<file path="src/rtl/rv32_mtimer.sv">
// RISC-V machine timer: 64-bit mtime/mtimecmp, an enable/prescaler control
// register and a single-beat LSU read/write port with registered responses.
module rv32_mtimer #(
  parameter int          DIV_WIDTH      = 8,
  parameter logic [63:0] RESET_MTIMECMP = 64'hFFFF_FFFF_FFFF_FFFF
) (
  input  logic        clk,
  input  logic        rst_n,
  input  logic        sel,
  input  logic [4:0]  addr,
  input  logic        rready,
  output logic        rvalid,
  input  logic        wvalid,
  output logic        wready,
  input  logic [3:0]  strb,
  input  logic [31:0] wdata,
  output logic [31:0] rdata,
  output logic        timer_irq
);

  localparam logic [2:0] IDX_MTIME_LO = 3'd0;
  localparam logic [2:0] IDX_MTIME_HI = 3'd1;
  localparam logic [2:0] IDX_CMP_LO   = 3'd2;
  localparam logic [2:0] IDX_CMP_HI   = 3'd3;
  localparam logic [2:0] IDX_CTRL     = 3'd4;

  logic [31:0]          mtime_lo_reg, mtime_lo_next;
  logic [31:0]          mtime_hi_reg, mtime_hi_next;
  logic [31:0]          cmp_lo_reg, cmp_lo_next;
  logic [31:0]          cmp_hi_reg, cmp_hi_next;
  logic                 en_reg, en_next;
  logic [DIV_WIDTH-1:0] div_reg, div_next;
  logic [DIV_WIDTH-1:0] presc_reg, presc_next;
  logic                 rvalid_reg, wready_reg, irq_reg, irq_next;
  logic [31:0]          rdata_reg, rdata_next;

  logic        wr_acc, rd_acc;
  logic [2:0]  idx;
  logic [31:0] wmask;
  logic        wr_mtime_lo, wr_mtime_hi, wr_cmp_lo, wr_cmp_hi, wr_ctrl;
  logic        tick;
  logic [63:0] mtime_inc;
  logic [31:0] ctrl_word;
  logic        unused_addr;

  assign idx         = addr[4:2];
  assign unused_addr = &{1'b0, addr[1:0]};

  // A write blocks a simultaneous read; the read retries next cycle.
  assign wr_acc = sel & wvalid & ~wready_reg;
  assign rd_acc = sel & rready & ~rvalid_reg & ~wr_acc;

  assign wr_mtime_lo = wr_acc && (idx == IDX_MTIME_LO);
  assign wr_mtime_hi = wr_acc && (idx == IDX_MTIME_HI);
  assign wr_cmp_lo   = wr_acc && (idx == IDX_CMP_LO);
  assign wr_cmp_hi   = wr_acc && (idx == IDX_CMP_HI);
  assign wr_ctrl     = wr_acc && (idx == IDX_CTRL);

  genvar gi;
  generate
    for (gi = 0; gi < 4; gi++) begin : g_wmask
      assign wmask[gi*8 +: 8] = {8{strb[gi]}};
    end
  endgenerate

  assign tick      = en_reg && (presc_reg == div_reg);
  assign mtime_inc = {mtime_hi_reg, mtime_lo_reg} + 64'd1;
  assign ctrl_word = (32'(div_reg) << 8) | 32'(en_reg);

  // DIV occupies bits [8 +: DIV_WIDTH]; each bit follows its byte strobe.
  assign en_next = (wr_ctrl && strb[0]) ? wdata[0] : en_reg;
  generate
    for (gi = 0; gi < DIV_WIDTH; gi++) begin : g_div
      assign div_next[gi] = (wr_ctrl && wmask[8+gi]) ? wdata[8+gi] : div_reg[gi];
    end
  endgenerate

  always_comb begin
    presc_next = '0;
    if (en_reg && en_next && !tick) begin
      presc_next = presc_reg + DIV_WIDTH'(1);
    end
  end

  // A bus write to either mtime word suppresses that cycle's increment.
  always_comb begin
    mtime_lo_next = mtime_lo_reg;
    mtime_hi_next = mtime_hi_reg;
    if (wr_mtime_lo || wr_mtime_hi) begin
      if (wr_mtime_lo) begin
        mtime_lo_next = (mtime_lo_reg & ~wmask) | (wdata & wmask);
      end
      if (wr_mtime_hi) begin
        mtime_hi_next = (mtime_hi_reg & ~wmask) | (wdata & wmask);
      end
    end else if (tick) begin
      mtime_lo_next = mtime_inc[31:0];
      mtime_hi_next = mtime_inc[63:32];
    end
  end

  always_comb begin
    cmp_lo_next = cmp_lo_reg;
    cmp_hi_next = cmp_hi_reg;
    if (wr_cmp_lo) begin
      cmp_lo_next = (cmp_lo_reg & ~wmask) | (wdata & wmask);
    end
    if (wr_cmp_hi) begin
      cmp_hi_next = (cmp_hi_reg & ~wmask) | (wdata & wmask);
    end
  end

  assign irq_next = ({mtime_hi_reg, mtime_lo_reg} >= {cmp_hi_reg, cmp_lo_reg});

  // Read data reflects register state before this cycle's update.
  always_comb begin
    rdata_next = rdata_reg;
    if (rd_acc) begin
      case (idx)
        IDX_MTIME_LO: rdata_next = mtime_lo_reg;
        IDX_MTIME_HI: rdata_next = mtime_hi_reg;
        IDX_CMP_LO:   rdata_next = cmp_lo_reg;
        IDX_CMP_HI:   rdata_next = cmp_hi_reg;
        IDX_CTRL:     rdata_next = ctrl_word;
        default:      rdata_next = 32'd0;
      endcase
    end
  end

  always_ff @(posedge clk or negedge rst_n) begin
    if (!rst_n) begin
      mtime_lo_reg <= 32'd0;
      mtime_hi_reg <= 32'd0;
      cmp_lo_reg   <= RESET_MTIMECMP[31:0];
      cmp_hi_reg   <= RESET_MTIMECMP[63:32];
      en_reg       <= 1'b0;
      div_reg      <= '0;
      presc_reg    <= '0;
      rvalid_reg   <= 1'b0;
      wready_reg   <= 1'b0;
      rdata_reg    <= 32'd0;
      irq_reg      <= 1'b0;
    end else begin
      mtime_lo_reg <= mtime_lo_next;
      mtime_hi_reg <= mtime_hi_next;
      cmp_lo_reg   <= cmp_lo_next;
      cmp_hi_reg   <= cmp_hi_next;
      en_reg       <= en_next;
      div_reg      <= div_next;
      presc_reg    <= presc_next;
      rvalid_reg   <= rd_acc;
      wready_reg   <= wr_acc;
      rdata_reg    <= rdata_next;
      irq_reg      <= irq_next;
    end
  end

  assign rvalid    = rvalid_reg;
  assign wready    = wready_reg;
  assign rdata     = rdata_reg;
  assign timer_irq = irq_reg;

endmodule

</file>
<file path="config.mk">
export PLATFORM = sky130hd
export DESIGN_NAME = rv32_mtimer
export DESIGN_NICKNAME = d
export VERILOG_FILES = /design/src/rtl/rv32_mtimer.sv
export SDC_FILE = /design/constraint.sdc
export NUM_CORES = 1
export LEC_CHECK = 0
export BUFFER_PORTS_ARGS = -buffer_cell sky130_fd_sc_hd__buf_4
export CORE_MARGIN = 2
export CORE_UTILIZATION = 51
export DETAILED_ROUTE_END_ITERATION = 16
export PLACE_DENSITY = 0.69
export SYNTH_ARGS = -nofsm -noshare
export SYNTH_HDL_FRONTEND = slang
export SYNTH_SLANG_ARGS = --single-unit
</file>
<file path="constraint.sdc">
create_clock -name clk -period 7.9 [get_ports clk]
set_input_delay 0.395 -clock clk [delete_from_list [all_inputs] [get_ports clk]]
set_output_delay 0.395 -clock clk [all_outputs]
set_load 0.05 [all_outputs]
</file>
After elaboration in Yosys (flattened, before gate mapping)

Cells that the tools add are included.

Register bits after elaboration: 180
Output and inout port bits: 35
Latch bits: 0
Input bits: 46
Word-level logic and storage cells: 65
Memory bits (read-only): 0
Bits in writable memories: 0
Memories: 0

$mul: 0
Add/sub/neg operators: 2
Shift-type cells: 0
Reductions and logical operators: 16
Order comparisons: 1
Bitwise gates (word level): 19
Muxes and demuxes: 9
Div/mod/pow operators: 0
Equal/unequal tests: 7

Operators by type and width:

| operator              | count |
|---|---|
| $mux 32               | 6 |
| $and 32x32->32        | 5 |
| $pmux 32 s5           | 1 |
| $or 32x32->32         | 4 |
| $add 64x1->64 const B | 1 |
| $ge 64x64->1          | 1 |
| $not 32->32           | 1 |
| $or 16x1->16          | 1 |
| $logic_and 1x1->1     | 10 |
| $add 8x1->8 const B   | 1 |
| $eq 8x8->1            | 1 |
| $mux 8                | 1 |
| $eq 3x2->1 const B    | 2 |
| $and 1x1->1           | 5 |
| $ne 2x2->1 const B    | 2 |
| $reduce_and 2->1      | 2 |
| $eq 3x1->1 const B    | 1 |
| $eq 3x3->1 const B    | 1 |
| $logic_not 3->1       | 1 |
| $not 1->1             | 3 |
| $reduce_bool 2->1     | 1 |
| $logic_not 1->1       | 1 |
| $logic_or 1x1->1      | 1 |
| $mux 1                | 1 |

Depth between registers and ports, before layout

Gate-level depths: netlist of run 1.

Depth after elaboration: 8
Mapped depth: 9
Gate-level depth less buffers: 9

Least setup slack after synthesis of run 1

OpenSTA, ideal clock, no wires.

Path kind: register -> register
From: register with a tool-made name
To: register with a tool-made name
Buffers on the path: 2
Library setup time: 0.087 ns
Period minus slack after synthesis: 2.540 ns
Cell stages (with the launch flop): 10
Path slack: 5.360 ns
Required time: 7.813 ns
Arrival time: 2.454 ns
Cell sequence: dfrtp_1 > buf_4 > nand4_1 > or4_4 > or4_4 > buf_6 > nor2_8 > nand4_2 > or4_1 > o211ai_1

==> results of run 1 <==
==> worst register-to-register path: stages (launching register included) <==
cell	delay [ns]
dfstp_2	0.54
inv_1	0.04
ha_1	0.28
a211o_1	0.29
a31oi_1	0.23
o221ai_1	0.36
a211oi_1	0.75
nor4b_1	0.13
a211oi_1	0.53
o21ai_0	0.26
==> synth_stat cells (6+ instances only) <==
cell type  number
clkbuf_1       52
o22ai_1        13
nor2_1         67
nor4_1         17
a22o_1         36
nand4_1        34
a31oi_1         9
mux2i_1         6
mux2_2         75
nand3_1        42
a311oi_1        7
nor2b_1         6
xor2_1         12
and2_1          9
ha_1           66
o21ai_0        97
a221oi_1       25
a22oi_1        23
dfrtp_1       116
dfstp_2        64
and4_1         10
a21oi_1        82
nor3_1         26
and3_1         12
a21o_1         16
or3_1           6
nand2_1       113
inv_1          73
a211oi_1        8
==> final timing paths <==
path / startpoint / slack (ns) / end
setup / recovery: flip-flop / 4.33 / timer_irq
hold / removal: wdata[22] / 0.20 / flip-flop
setup reg to reg: flip-flop / 4.33 / timer_irq
hold reg to reg: rdata[21] / 0.48 / rdata[21]
max in group asynchronous: rst_n / 6.17 / async pin
min in group asynchronous: rst_n / 0.43 / rdata[4]
==> cell type report <==
cell class	instances	area share
Timing Repair Buffer	92	0.0553
Clock inverter	10	0.00953
Clock buffer	22	0.0376
Tap cell	280	0.0278
Inverter	73	0.0217
Multi-Input combinational cell	892	0.484
Sequential cell	180	0.364
==> layer usage <==
layer,global-route usage,wire (um)
met1,0.428,15200
met2,0.490,16500
met3,0.0533,2660
met4,0.112,1210
met5,0,0
==> report_power, final <==
part           leakage [nW]  switching, mW  internal, mW  total (mW)
Sequential             2.17          0.177          1.11        1.28
Clock                 0.284          0.379         0.494       0.873
Combinational          2.83          0.435         0.302       0.737
Total                  5.28          0.991          1.90        2.89
==> stage by stage <==
stage	std cells	setup WS, ns	hold WS, ns	instance area [um^2]
CTS	1549	4.49	0.196	12600
global route	1549	4.17	0.216	12600
floorplan	1200	5.36	0.0994	11200
global placement	1516	4.40	0.331	12000
detailed placement	1516	4.36	0.336	12000
finish	1549	4.33	0.203	12600
==> repair_timing <==
action,in CTS,in global routing
hold buffers,1,0
buffers inserted,0,0
endpoints found under the hold margin,24,0
endpoints found under the setup margin,0,0
==> logic make-up (layout without fill, tap and decap cells) <==
group                    Yosys count  after routing  synth area share
AND/OR/NAND/NOR                  367            367             0.166
AO/OA/AOI/OAI                    363            363             0.212
flip-flops                       180            180             0.411
buffers and inverters            128            197            0.0441
multiplexers                      81             81            0.0811
adder cells (fa/ha/maj)           66             66            0.0740
XOR/XNOR                          15             15            0.0118
==> results.md, run 1 <==
* CTS Buffer Depth at 2
* Die area at 23100 um^2
* Outcome: finished, final reports clean
* RSZ-0062 raised after global routing: false
* Hpwl dp at about 25000 um
* Crit path max fanout at 3
* Slew @ Worst Pin at 1.04 ns
* CTS root buffer: clkbuf_16
* Setup violations, final at 0
* # nets final at approximately 1400
* Most frequent cells in the layout: dfrtp_1, nand2_1, o21ai_0
* Post-DRT Antenna Nets at 0
* Crit start category: flip-flop
* Slowest library cell on the worst path: a211oi_1
* Leakage power at between 5 and 6 nW
* Largest net degree at the start of global routing at 73
* Share of the cycle needed by the critical path after routing at 0.452
* Post-synth EDFFs at 0
* Most used cell, CP: a211oi_1
* Total wire length after detailed routing at 35500 um
* Routed len/inst at 22.9 um
* First-pass GRT wire length at between 50000 and 60000 um
* Fin Setup TNS at 0 ns
* Clock-pin transition on the worst setup and hold timing paths at about 0.07 ns
* Fill cells at around 2000
* CTS sink cnt at between 150 and 200
* Total CTS buffers at 17
* Hold Crit Depth at 3
* Initial Util at 0.516
* Mean area per synthesized cell at about 9.3 um^2
* Initial antenna violation count at 0
* Via count at 10148
* Clk Latency, worst-skew pair at ~0.44 ns
* TritonRoute pass-1 iters at 6
* Die width at 152 um
* H-tree depth at 4
* Worst slew margin at 0.293
* Core area at 21600 um^2
* Max-cap violations at 0
* Clock tree from TritonCTS: done
* Power per cell area at 230 nW/um^2
* Fmax achieved at roughly 280 MHz
* Share of the synthesized area in the top cell type at 0.260
* Util after Layout at 0.583
* GRT Total Usage at 0.309
* Cell area after synthesis at ~11000 um^2
* Sequential cell area at approximately 4600 um^2
* Die H at 152 um
* Number of vias per cell at about 6.6
* 1st-iter DRT viols at roughly 1100
* Peak VDD IR at between 100 and 150 uV
* Fin crit period at 3.57 ns
* Worst path max stage delay at approximately 0.74 ns
* Overall Power at a little under 3 mW
* Synth cell types at 67
* Cells after synthesis at 1200
* Overflow after GRT at 0
* Crit path depth at 9
* Crit path arrival time at between 3 and 4 ns
* Antenna Diode Count at 0
* Critical Path End Type: flip-flop
* Post_cts resized at 0
* Worst path required time at between 8 and 9 ns
* Layout cells sized above 1 at 0.216
* Multi-input logic area at between 6000 and 7000 um^2
* Top cells by area, synth: dfrtp_1, dfstp_2, mux2_2, ha_1, o21ai_0
* Crit path max-delay family: compound AO/OA/AOI/OAI gates
* Slew Limit Fails at 0
* Yosys reg bits at 180
* Most used DFF post-synth: dfrtp_1
* Sequential share of the synthesized area at 0.411
* R2R cell count at 9
* Critical path type: reg -> reg
* Remaining DRCs at 0
* Number of global-route vias before repair at approximately 9800
* Post-synth top area cell: dfrtp_1
* Final hold vios at 0
* Commonest non-fill, non-tap cell in the layout: dfrtp_1
* Asr flop ratio synth at 1.00
* I/O pin count at just over 80
* # rows at 54
* Syn_nets at 1312
* Synth-to-layout area growth at 12.9%
* Routability congestion estimate from global placement at between 1 and 1.5
* Crit path cell chain: inv_1, ha_1, a211o_1, a31oi_1, o221ai_1, a211oi_1, nor4b_1, a211oi_1, o21ai_0
* Clock Skews at between 0.01 and 0.015 ns
* CP bufs+invs at 1
* I/O Buffers at about 80
* Synth warn at 0
* Tightest Hold Check Type: in -> reg
Note: power is estimated with default switching activity, not from simulation.
==> inputs of run 2 (changes only) <==
--- a/config.mk
+++ b/config.mk
@@ -9,7 +9,7 @@
 export CORE_MARGIN = 2
 export CORE_UTILIZATION = 51
 export DETAILED_ROUTE_END_ITERATION = 16
-export PLACE_DENSITY = 0.69
+export PLACE_DENSITY = 0.72
 export SYNTH_ARGS = -nofsm -noshare
 export SYNTH_HDL_FRONTEND = slang
 export SYNTH_SLANG_ARGS = --single-unit
==> constraint.sdc (replaced) <==
create_clock -name clk -period 3.15 [get_ports clk]
set_input_delay 0.1575 -clock clk [delete_from_list [all_inputs] [get_ports clk]]
set_output_delay 0.1575 -clock clk [all_outputs]
set_load 0.05 [all_outputs]
==> results.md, run 2 (synthesized netlist as in run 1, its figures left out) <==
* Outcome: finished, final reports clean (unchanged)
* Share of the cycle needed by the critical path after routing at 0.959 (was 0.452)
* Clk pwr share at 0.284 (was 0.301)
* H-tree depth at 4 (unchanged)
* Clock Skews at 0.0145 ns (was 0.0113 ns)
* Sequential share of power at 0.439 (was 0.444)
* Slew @ Worst Pin at 1.04 ns (about the same)
* Hold_ws at 0.00983 ns (was 0.203 ns)
* Fill cells at 1868 (was 1986)
* Initial antenna violation count at 0 (unchanged)
* Die H at 152 um (unchanged)
* Min-Delay Startpoint: wdata[23] (was wdata[22])
* Internal power at 4.64 mW (was 1.90 mW)
* Number of vias per cell at 6.46 (was 6.55)
* Critical Path End Type: flip-flop (unchanged)
* CTS sink cnt at 180 (unchanged)
* Fmax achieved at 331 MHz (was 280 MHz)
* 1st-iter DRT viols at 1087 (was 1060)
* Sequential cell area at 4580 um^2 (unchanged)
* TritonRoute pass-1 iters at 5 (was 6)
* Clock-pin transition on the worst setup and hold timing paths at 0.07 ns (about the same)
* Largest net degree at the start of global routing at 89 (was 73)
* Die area at 23100 um^2 (unchanged)
* Initial Util at 0.516 (unchanged)
* Crit path arrival time at 3.32 ns (was 3.84 ns)
* Layout cells sized above 1 at 0.235 (was 0.216)
* CTS Buffer Depth at 2 (unchanged)
* # nets final at 1425 (was 1368)
* Psw at 2.61 mW (was 0.991 mW)
* Total wire length after detailed routing at 36900 um (was 35500 um)
* Worst slew margin at 0.298 (was 0.293)
* Clock tree from TritonCTS: done (unchanged)
* Power per cell area at 556 nW/um^2 (was 230 nW/um^2)
* Clk Latency, worst-skew pair at 0.44 ns (about the same)
* Overflow after GRT at 0 (unchanged)
* RSZ-0062 raised after global routing: false (unchanged)
* Critical path type: reg -> reg (unchanged)
* Slew Limit Fails at 0 (unchanged)
* First-pass GRT wire length at 57800 um (was 56300 um)
* Flop-to-flop setup slack at 0.13 ns (was 4.33 ns)
* Post-DRT Antenna Nets at 0 (unchanged)
* Tightest Hold Check Type: in -> reg (unchanged)
* Remaining DRCs at 0 (unchanged)
* Die width at 152 um (unchanged)
* I/O pin count at 81 (unchanged)
* Worst path required time at 3.45 ns (was 8.17 ns)
* Sw frac at 0.360 (was 0.342)
* CTS root buffer: clkbuf_16 (unchanged)
* # rows at 54 (unchanged)
* Crit start category: flip-flop (unchanged)
* R2R cell count at 10 (was 9)
* Peak VDD IR at 332 uV (was 125 uV)
* Setup violations, final at 0 (unchanged)
* Synth-to-layout area growth at 17.0% (was 12.9%)
* Antenna Diode Count at 0 (unchanged)
* Most frequent cells in the layout: buf_4, dfrtp_1, nand2_1 (was dfrtp_1, nand2_1, o21ai_0)
* Post-CTS setup buffers at 0 (unchanged)
* Capturing point of the worst reg2reg path: timer_irq (unchanged)
* Overall Power at 7.25 mW (was 2.89 mW)
* Core area at 21600 um^2 (unchanged)
* Hold Crit Depth at 2 (was 3)
* Routability congestion estimate from global placement at 0.999 (was 1.02)
* Number of global-route vias before repair at 9904 (was 9803)
* Combinational power share at 0.277 (was 0.255)
* Final hold vios at 0 (unchanged)
* Commonest non-fill, non-tap cell in the layout: buf_4 (was dfrtp_1)
* Multi-input logic area at 6110 um^2 (was 6100 um^2)
* Crit path max fanout at 3 (unchanged)
* Total CTS buffers at 17 (unchanged)
* I/O Buffers at 78 (unchanged)
* Leakage power at 5.54 nW (was 5.28 nW)
* Via count at 10373 (was 10148)
* Routed len/inst at 23.0 um (was 22.9 um)
* Fin crit period at 3.02 ns (was 3.57 ns)
* GRT Total Usage at 0.319 (was 0.309)
* Hpwl dp at 27100 um (was 25400 um)
* Max-cap violations at 0 (unchanged)
[run 2: worst max path at each step]
stage | to | cells past startpoint | slack, ns | from
2_1_floorplan | flip-flop | 9 | 0.61 | flip-flop
3_3_place_gp | timer_irq | 10 | 0.04 | flip-flop
3_5_place_dp | timer_irq | 10 | -0.008 | flip-flop
4_1_cts | timer_irq | 10 | 0.15 | flip-flop
5_1_grt | timer_irq | 10 | 0.04 | flip-flop
6_report | timer_irq | 10 | 0.13 | flip-flop
[run 2: power groups by stage]
stage | logic, mW | registers, mW | clock network, mW
final | 2.01 | 3.19 | 2.06
after floorplan | 1.10 | 3.26 | 0
after CTS | 1.98 | 3.18 | 2.08
after global routing | 2.21 | 3.25 | 2.19
after global placement | 1.88 | 3.20 | 0
after detailed placement | 1.94 | 3.22 | 0
[run 2: critical path, cell delays in order (launching register included)]
cell and delay [ns]:
dfstp_2 0.55, inv_1 0.04, ha_1 0.28, a211o_1 0.29, a31oi_1 0.28, o221ai_2 0.24
a211oi_2 0.51, nor4b_1 0.12, a211oi_1 0.26, buf_4 0.20, o21ai_0 0.12
[run 2: per-stage QoR]
| step | TNS, ns | cell area, um^2 | setup WS [ns] | utilization | std cells |
|---|---|---|---|---|---|
| floorplan | 0 | 11200 | 0.610 | - | 1200 |
| finish | 0 | 13100 | 0.129 | 0.604 | 1606 |
| CTS | 0 | 13100 | 0.155 | 0.604 | 1606 |
| global route | 0 | 13100 | 0.0364 | 0.604 | 1606 |
| global placement | 0 | 12300 | 0.0408 | 0.568 | 1552 |
| detailed placement | -0.00811 | 12300 | -0.00811 | 0.568 | 1552 |
[run 2: final cells by class]
type                       count  share of cell area
timing repair buffer         149              0.0911
multi-input combinational    892               0.468
clock inverter                15             0.00949
sequential                   180               0.351
clock buffer                  17              0.0326
inverter                      73              0.0210
tap                          280              0.0268
[run 2: layer usage]
layer / track usage / wire [um] / vias to the layer above
met3: 0.0590 / 3000 / 84
met4: 0.107 / 1300 / 0
met5: 0 / 0 / -
li1: - / - / 4717
met1: 0.448 / 15700 / 5094
met2: 0.498 / 16900 / 478
[run 2: what timing repair did]
item | 4_1_cts | 5_1_grt
endpoints found under the hold margin | 93 | 0
pin swaps | 0 | 1
hold buffers | 22 | 0
setup endpoints to repair | 1 | 1
gates cloned | 0 | 0
gates resized for setup | 1 | 1
